==> src/rtl/mem_arb_pkg.sv <==
// Shared types and counter-width helper for the unified-memory port arbiter.
package mem_arb_pkg;
  typedef enum logic [1:0] {IDLE, ISSUE, WAIT, ACK} arbState_t;
  typedef enum logic {OWN_I, OWN_D} owner_t;

  localparam int MIN_CTR_W = 1;

  // Bits needed to hold 0..maxVal.
  function automatic int ctrW(input int maxVal);
    return (maxVal < 1) ? MIN_CTR_W : $clog2(maxVal + 1);
  endfunction
endpackage

==> src/rtl/mem_arb_latency_ctr.sv <==
// Memory latency down-counter: load on issue, count down while waiting, flag zero.
module mem_arb_latency_ctr #(
  parameter int W = 2
)(
  input  logic         clk,
  input  logic         rst,
  input  logic         load,
  input  logic [W-1:0] loadVal,
  input  logic         dec,
  output logic         zero
);
  logic [W-1:0] cnt;

  always_ff @(posedge clk) begin
    if (rst)                  cnt <= '0;
    else if (load)            cnt <= loadVal;
    else if (dec && cnt != '0) cnt <= cnt - 1'b1;
  end

  assign zero = (cnt == '0);
endmodule

==> src/rtl/mem_port_arbiter.sv <==
// Shares one fixed-latency single-port memory between the fetch and data ports
// of the core; data wins by default, fetch wins once data has starved it.
module mem_port_arbiter
  import mem_arb_pkg::*;
#(
  parameter int ADDR_W     = 32,
  parameter int DATA_W     = 32,
  parameter int MEM_LAT    = 2,
  parameter int STARVE_MAX = 4
)(
  input  logic              i_Clk,
  input  logic              i_Reset,
  input  logic              i_IReq,
  input  logic [ADDR_W-1:0] i_IAddr,
  input  logic              i_IKill,
  output logic [DATA_W-1:0] o_IRData,
  output logic              o_IAck,
  output logic              o_StallF,
  input  logic              i_DReq,
  input  logic              i_DWe,
  input  logic [ADDR_W-1:0] i_DAddr,
  input  logic [DATA_W-1:0] i_DWData,
  output logic [DATA_W-1:0] o_DRData,
  output logic              o_DAck,
  output logic              o_StallM,
  output logic              o_MemEn,
  output logic              o_MemWe,
  output logic [ADDR_W-1:0] o_MemAddr,
  output logic [DATA_W-1:0] o_MemWData,
  input  logic [DATA_W-1:0] i_MemRData
);
  localparam int LAT_W = ctrW(MEM_LAT);
  localparam int STV_W = ctrW(STARVE_MAX);
  localparam logic [LAT_W-1:0] LAT_LOAD  = LAT_W'(MEM_LAT - 1);
  localparam logic [STV_W-1:0] STV_LIMIT = STV_W'(STARVE_MAX);

  arbState_t        state, nextState;
  owner_t           owner;
  logic             isWrite, killFlag, latZero;
  logic             anyReq, grantI, fetchLive, fetchDropped;
  logic [STV_W-1:0] starveCnt;

  assign anyReq       = i_IReq | i_DReq;
  assign grantI       = i_IReq & (~i_DReq | (starveCnt == STV_LIMIT));
  assign fetchLive    = (owner == OWN_I) & ((state == ISSUE) | (state == WAIT));
  assign fetchDropped = killFlag | i_IKill;

  assign o_StallF = ~i_Reset & i_IReq & ~o_IAck;
  assign o_StallM = ~i_Reset & i_DReq & ~o_DAck;

  mem_arb_latency_ctr #(.W(LAT_W)) uLatCtr (
    .clk     (i_Clk),
    .rst     (i_Reset),
    .load    (state == ISSUE),
    .loadVal (LAT_LOAD),
    .dec     (state == WAIT),
    .zero    (latZero)
  );

  always_ff @(posedge i_Clk) begin
    if (i_Reset) state <= IDLE;
    else         state <= nextState;
  end

  always_comb begin
    nextState = state;
    case (state)
      IDLE:    if (anyReq) nextState = ISSUE;
      ISSUE:   nextState = WAIT;
      WAIT:    if (latZero) nextState = ACK;
      ACK:     nextState = IDLE;
      default: nextState = IDLE;
    endcase
  end

  always_ff @(posedge i_Clk) begin
    if (i_Reset) begin
      o_IRData   <= '0;
      o_DRData   <= '0;
      o_IAck     <= 1'b0;
      o_DAck     <= 1'b0;
      o_MemEn    <= 1'b0;
      o_MemWe    <= 1'b0;
      o_MemAddr  <= '0;
      o_MemWData <= '0;
      owner      <= OWN_I;
      isWrite    <= 1'b0;
      killFlag   <= 1'b0;
      starveCnt  <= '0;
    end else begin
      o_MemEn <= 1'b0;
      o_MemWe <= 1'b0;
      o_IAck  <= 1'b0;
      o_DAck  <= 1'b0;
      case (state)
        IDLE: begin
          if (!i_IReq || grantI)          starveCnt <= '0;
          else if (starveCnt != STV_LIMIT) starveCnt <= starveCnt + 1'b1;
          if (anyReq) begin
            owner      <= grantI ? OWN_I : OWN_D;
            isWrite    <= ~grantI & i_DWe;
            o_MemEn    <= 1'b1;
            o_MemWe    <= ~grantI & i_DWe;
            o_MemAddr  <= grantI ? i_IAddr : i_DAddr;
            o_MemWData <= grantI ? '0 : i_DWData;
            killFlag   <= 1'b0;
          end
        end
        ISSUE: if (fetchLive && i_IKill) killFlag <= 1'b1;
        WAIT: begin
          if (fetchLive && i_IKill) killFlag <= 1'b1;
          // Ack and read data register together so both are visible in the ACK cycle.
          if (latZero) begin
            if (owner == OWN_I) begin
              if (!fetchDropped) begin
                o_IAck   <= 1'b1;
                o_IRData <= i_MemRData;
              end
            end else begin
              o_DAck <= 1'b1;
              if (!isWrite) o_DRData <= i_MemRData;
            end
          end
        end
        ACK:     killFlag <= 1'b0;
        default: killFlag <= 1'b0;
      endcase
    end
  end
endmodule

==> config.mk <==
export PLATFORM = sky130hd
export DESIGN_NAME = mem_port_arbiter
export DESIGN_NICKNAME = d
export VERILOG_FILES = /design/src/rtl/mem_arb_pkg.sv /design/src/rtl/mem_arb_latency_ctr.sv /design/src/rtl/mem_port_arbiter.sv
export SDC_FILE = /design/constraint.sdc
export NUM_CORES = 1
export LEC_CHECK = 0
export CAP_MARGIN = 40
export CORE_AREA = 5 5 96 165
export CTS_CLUSTER_SIZE = 25
export DETAILED_ROUTE_END_ITERATION = 12
export DIE_AREA = 0 0 101 170
export GPL_TIMING_DRIVEN = 0
export PLACE_DENSITY = 0.84
export SLEW_MARGIN = 20
export SYNTH_ARGS = -nofsm -noshare
export SYNTH_HDL_FRONTEND = slang
export SYNTH_SLANG_ARGS = --single-unit
==> constraint.sdc <==
create_clock -name i_Clk -period 1.9 [get_ports i_Clk]
set_input_delay 0.38 -clock i_Clk [delete_from_list [all_inputs] [get_ports i_Clk]]
set_output_delay 0.38 -clock i_Clk [all_outputs]
set_load 0.01 [all_outputs]
; ---- After elaboration in Yosys (flattened, before gate mapping)
; Index checks and enable logic that the tools add are counted.
[word_totals]
register_bits = 142
in_bits = 134
word_cells = 85
[classes]
n_reduce_logical = 21
eq_ne = 8
addsub = 2
n_mux = 16
bitwise = 23
[ops]
columns = operator, n
row1 = $mux W32, 2
row2 = $not A1 Y1, 12
row3 = $mux W1, 8
row4 = $pmux W2 S4, 1
row5 = $reduce_and A2 Y1, 4
row6 = $reduce_and A4 Y1, 2
row7 = $and A1 B1 Y1, 7
row8 = $mux W3, 2
row9 = $reduce_bool A2 Y1, 3
row10 = $reduce_or A2 Y1, 3
row11 = $reduce_or A3 Y1, 2
row12 = $eq A2 B2 Y1 const B, 2
row13 = $logic_not A2 Y1, 2
row14 = $mux W2, 2
row15 = $ne A2 B2 Y1 const B, 2
row16 = $or A1 B1 Y1, 4
row17 = $reduce_or A4 Y1, 1
row18 = $add A3 B1 Y3 const B, 1
row19 = $eq A3 B3 Y1 const B, 1
row20 = $ne A3 B3 Y1 const B, 1
row21 = $pmux W1 S3, 1
row22 = $eq A2 B1 Y1 const B, 1
row23 = $logic_and A1 B1 Y1, 2
row24 = $ne A2 B1 Y1 const B, 1
row25 = 3 further kinds, 3

; ---- Depth between registers and ports, before layout
[depth]
ltp_word = 6
depth_mapped = 7
depth_no_buf = 5

; ---- Hierarchy
; Synthesis repeated with hierarchy kept, for this count alone.
[hier_totals]
hier_cells = 697
hier_area_um2 = 5736.8
[modules_own_cells]
columns = module, n_inst, area_per_inst_um2, cells_per_inst
row1 = mem_port_arbiter, 1, 5610.4, 683
row2 = mem_arb_latency_ctr, 1, 126.4, 14

; ---- Least setup slack after synthesis
; OpenSTA, ideal clock, no wires.
[synth_timing]
path_type = register to register
from = register state[0]
to = register killFlag
stages_incl_launch_ff = 6
arrival_time_ps = 1339
n_path_buf = 0
setup_slack_ps = 428
path_cell_list = dfxtp_1 inv_1 ha_1 or3b_2 a31oi_1 nor3_1
[synth_via]
elab_chain_len = 6
elab_cells_between_ends = 12
classes_between = 5 x eq/ne / 1 x mux / 2 x bitwise / 4 x reduce/logical
[synth_lines]
columns = element, line_no
row1 = from (decl), mem_port_arbiter.sv:37  ; arbState_t state, nextState;
row2 = from (signal assigned), mem_port_arbiter.sv:62  ; else state <= nextState;
row3 = $eq A2 B1 Y1 or $eq A2 B2 Y1 (tied branches), "mem_port_arbiter.sv:45, mem_port_arbiter.sv:95"
row4 = $or A1 B1 Y1, mem_port_arbiter.sv:45  ; assign fetchLive = (owner == OWN_I) & ((state == ISSUE) | (state == WAIT));
row5 = $and A1 B1 Y1, mem_port_arbiter.sv:45
row6 = $logic_and A1 B1 Y1, "mem_port_arbiter.sv:109, mem_port_arbiter.sv:111"
row7 = $ne A2 B1 Y1 (no line), -
row8 = $reduce_and A2 Y1 (no line), -
row9 = to (signal assigned), mem_port_arbiter.sv:106  ; killFlag <= 1'b0;
row10 = to (signal assigned), mem_port_arbiter.sv:109  ; ISSUE: if (fetchLive && i_IKill) killFlag <= 1'b1;
row11 = to (signal assigned), mem_port_arbiter.sv:111  ; if (fetchLive && i_IKill) killFlag <= 1'b1;
row12 = to (decl), mem_port_arbiter.sv:39  ; logic isWrite, killFlag, latZero;
; Several ways; a longest one is shown, not always the timed one.
; A chain may end at the register's enable or synchronous reset.

; ---- Final worst setup path
[layout_timing]
from = register state[0]
to = register o_IRData[16]
[layout_via]
elab_chain_len = 2
[layout_lines]
columns = element, line_no
row1 = $eq A2 B2 Y1, mem_port_arbiter.sv:95  ; case (state)
row2 = $reduce_and A4 Y1 (no line), -
row3 = to (signal assigned), mem_port_arbiter.sv:117  ; o_IRData <= i_MemRData;
row4 = to (decl), mem_port_arbiter.sv:16  ; output logic [DATA_W-1:0] o_IRData,
; Every way passes these cells.

==> run metrics <==
outcome=finished clean; Required @ worst endpoint=2.18 ns; hold slack=0.4535 ns; DRT Pass-1 Iters=5; Final Net Count=around 1100; H-tree depth=4; synthesized flop and latch total=around 140; clk_lat worst skew=0.42 ns; Final Cell Area=9281 sq um; DR vias=6238; post-synthesis sequential area ratio=between 40 and 50%; largest net degree at the start of global routing=17; Worst Slack Setup Final=between 0.1 and 0.15 ns; Tot Pwr=approximately 11 mW; DIE AREA=approximately 17000 sq um; TritonCTS clock tree=done; Die H=170 microns; slowest stage delay, CP=0.32 ns; dpl cells=1137; final core utilization=64.92%; ANT nets after route=0; hold path depth=2; clk sinks=142; P_leak=3.231 nW; I/O Buffers=about 270; WS Path Type=reg2reg; num ports=268; vias per inst=5.336; drt drc=0; setup TNS=0 ns; first-pass GRT wire length=approximately 33000 microns; Worst-Margin Slew=0.6800 ns; row count=58; maxcap violations=0; final hold violations=0; crit path max-delay cell type=clkbuf_1; detailed placement HPWL=16260 microns; area growth from synthesis to final layout=60.77%; Mapped Cells=691; f_max=~560 MHz; Starting Density=40.38%; RSZ-0062 raised after global routing=false; crit path capture type=register; placed cell area=8661 sq um; Horiz. Die Dim=101 microns; Hold Buf Count CTS=0; worst-path cell chain=inv_1 > ha_1 > nand4bb_1 > clkbuf_1 > o21ai_0 > a21oi_1; CP Launch Type=register; P per Cell Area=1213 nW/um^2; initial antenna violation count=0; Worst VDD drop=0.6372 mV; Critical Path AT=a little over 2 ns; Layout Skew=0.01074 ns; GRT Residual Overflow=0; Reg2Reg Depth=6; Period minus WS final=1.785 ns; n_diodes=0; Post-Syn Area=5773 sq um; number of global-route vias before repair=6365; final period utilization=93.92%; Total Wirelength=21120 microns; Max FO, Critical Path=10; Synth area leader=dfxtp_1; post-DR wirelength/cell=18.06 microns; post-synth top area share=49.24%; Netlist cell types=38; Mean Syn Cell Area=8.355 sq um; syn_nets=832; Post-Layout Cell Count=around 1200; Inserted Clock Buffers=17; DP Worst Slack=-0.5249 ns; path type of the worst min-delay path=reg2reg; Setup violations, final=0; maximum root-to-sink buffer count=2; GRT Overall Usage=between 20% and 30%; Synth Warn #=0; DRT iter0 DRCs=221; fraction of layout cells with a size suffix above 1=7.685%; RD Place Congestion=0.8743; Fillers=1206; core area=~14000 sq um; Root Buffer Master=clkbuf_16; largest cells by area after synthesis=dfxtp_1 (49%), a21oi_1 (10%), o21ai_0 (6.7%); max-slew violation count=0; relative slew slack=54.67%; Reg clk slew, reported paths=roughly 0.06 ns
==> worst paths after layout <==
| path | start | end | slack [ns] |
|---|---|---|---|
| min reg2reg | o_DRData[29]$_SDFFE_PP0P_ | o_DRData[29]$_SDFFE_PP0P_ | 0.45 |
| min | o_DRData[29]$_SDFFE_PP0P_ | o_DRData[29]$_SDFFE_PP0P_ | 0.45 |
| max reg2reg | state[0]$_SDFFE_PP0P_ | o_IRData[16]$_SDFFE_PP0P_ | 0.12 |
| max | state[0]$_SDFFE_PP0P_ | o_IRData[16]$_SDFFE_PP0P_ | 0.12 |
==> where the power goes <==
group	switching, mW	internal [mW]	leakage, nW	total [mW]
registers	0.286	3.55	1.16	3.84
clock network	1.38	2.00	0.279	3.38
logic	2.12	1.92	1.79	4.04
==> synth_stat cells <==
cell type  instances
nand4b_1           1
nor3_1             7
and4b_1            1
buf_6              5
nand3_1           46
nor3b_1            2
a21oi_1          117
a21boi_4           1
buf_4              4
mux2i_1            1
a2111oi_0          1
a31oi_1           20
a21boi_0           1
inv_1             10
a311oi_1          13
dfxtp_1          142
nand3b_1           1
xor2_1             1
ha_1               7
o21ai_0           77
buf_1              3
nor2_1            18
clkbuf_1          36
buf_8              3
a21bo_1            1
nand2_1           98
or3b_2             1
buf_2             21
o211ai_1          33
o21ai_1            9
xnor2_1            2
o311a_1            1
o21a_1             2
o21ai_4            1
and2b_1            1
nand4bb_1          1
a311oi_2           1
and4bb_2           1
==> cell families after synthesis <==
group / Yosys count / synth area share, %
AOI/OAI and AO/OA: 278 / 27.79
and+or+nand+nor: 178 / 13.55
DFF: 142 / 49.24
buffers and inverters: 82 / 7.282
adders and majority gates: 7 / 1.517
xor gates and xnor gates: 3 / 0.4552
muxes: 1 / 0.1734
==> repair_timing <==
item                                    CTS  global route
endpoints found under the setup margin    2             9
gates resized for setup                  12             5
buffers inserted                          1             0
hold endpoints to repair                  0             0
==> final cells by class <==
class                      count  area, sq um  share of cell area, %
multi-input combinational    467         2510                  27.04
sequential                   142         2843                  30.63
clock inverter                13        153.9                  1.658
buffer                        71        392.9                  4.233
tap                          180        225.2                  2.427
inverter                      10        41.29                 0.4449
clock buffer                  19        442.9                  4.772
timing repair buffer         267         2673                  28.79
==> sequential cells by signal, indices dropped and copies added, names as in the netlist, 2 cells and up <==
name         flops
o_MemAddr       32
o_MemWData      32
o_DRData        32
starveCnt        3
state            2
uLatCtr.cnt      2
o_IRData        32
==> layer usage <==
metal / track usage [%] / vias up / wire, microns
li1: - / 3024 / -
met1: 25.66 / 2920 / 7625
met2: 43.96 / 244 / 11380
met4: 11.11 / 0 / 742
met3: 5.455 / 50 / 1369
met5: 0 / - / 0
==> cell usage in the layout (no fill, tap or decap), types with 2 or more instances in the layout <==
cell,synthesis,routed
ha_1,7,7
o21ai_0,77,77
xnor2_1,2,2
buf_8,3,3
dfxtp_1,142,142
a311oi_1,13,13
o21a_1,2,2
buf_4,4,5
clkbuf_2,0,3
clkinv_4,0,2
inv_6,0,4
buf_6,5,5
clkinvlp_4,0,5
clkbuf_16,0,17
nor3b_1,2,2
buf_2,21,21
inv_1,10,9
o211ai_1,33,33
a31oi_1,20,20
a21oi_1,117,117
nand2_1,98,98
clkbuf_8,0,2
nand3_1,46,46
o21ai_1,9,9
buf_1,3,3
nor3_1,7,7
nor2_1,18,18
bufinv_16,0,2
clkbuf_1,36,32
clkdlybuf4s50_1,0,262
==> critical path, delay by kind of cell (launching register included) <==
| kind | cells | cell delay [ns] |
|---|---|---|
| simple gates | 1 | 0.30 |
| flops | 1 | 0.31 |
| compound gates | 2 | 0.32 |
| buf+inv | 2 | 0.43 |
| fa+ha+maj | 1 | 0.29 |
(Power assumes the default switching activity.)
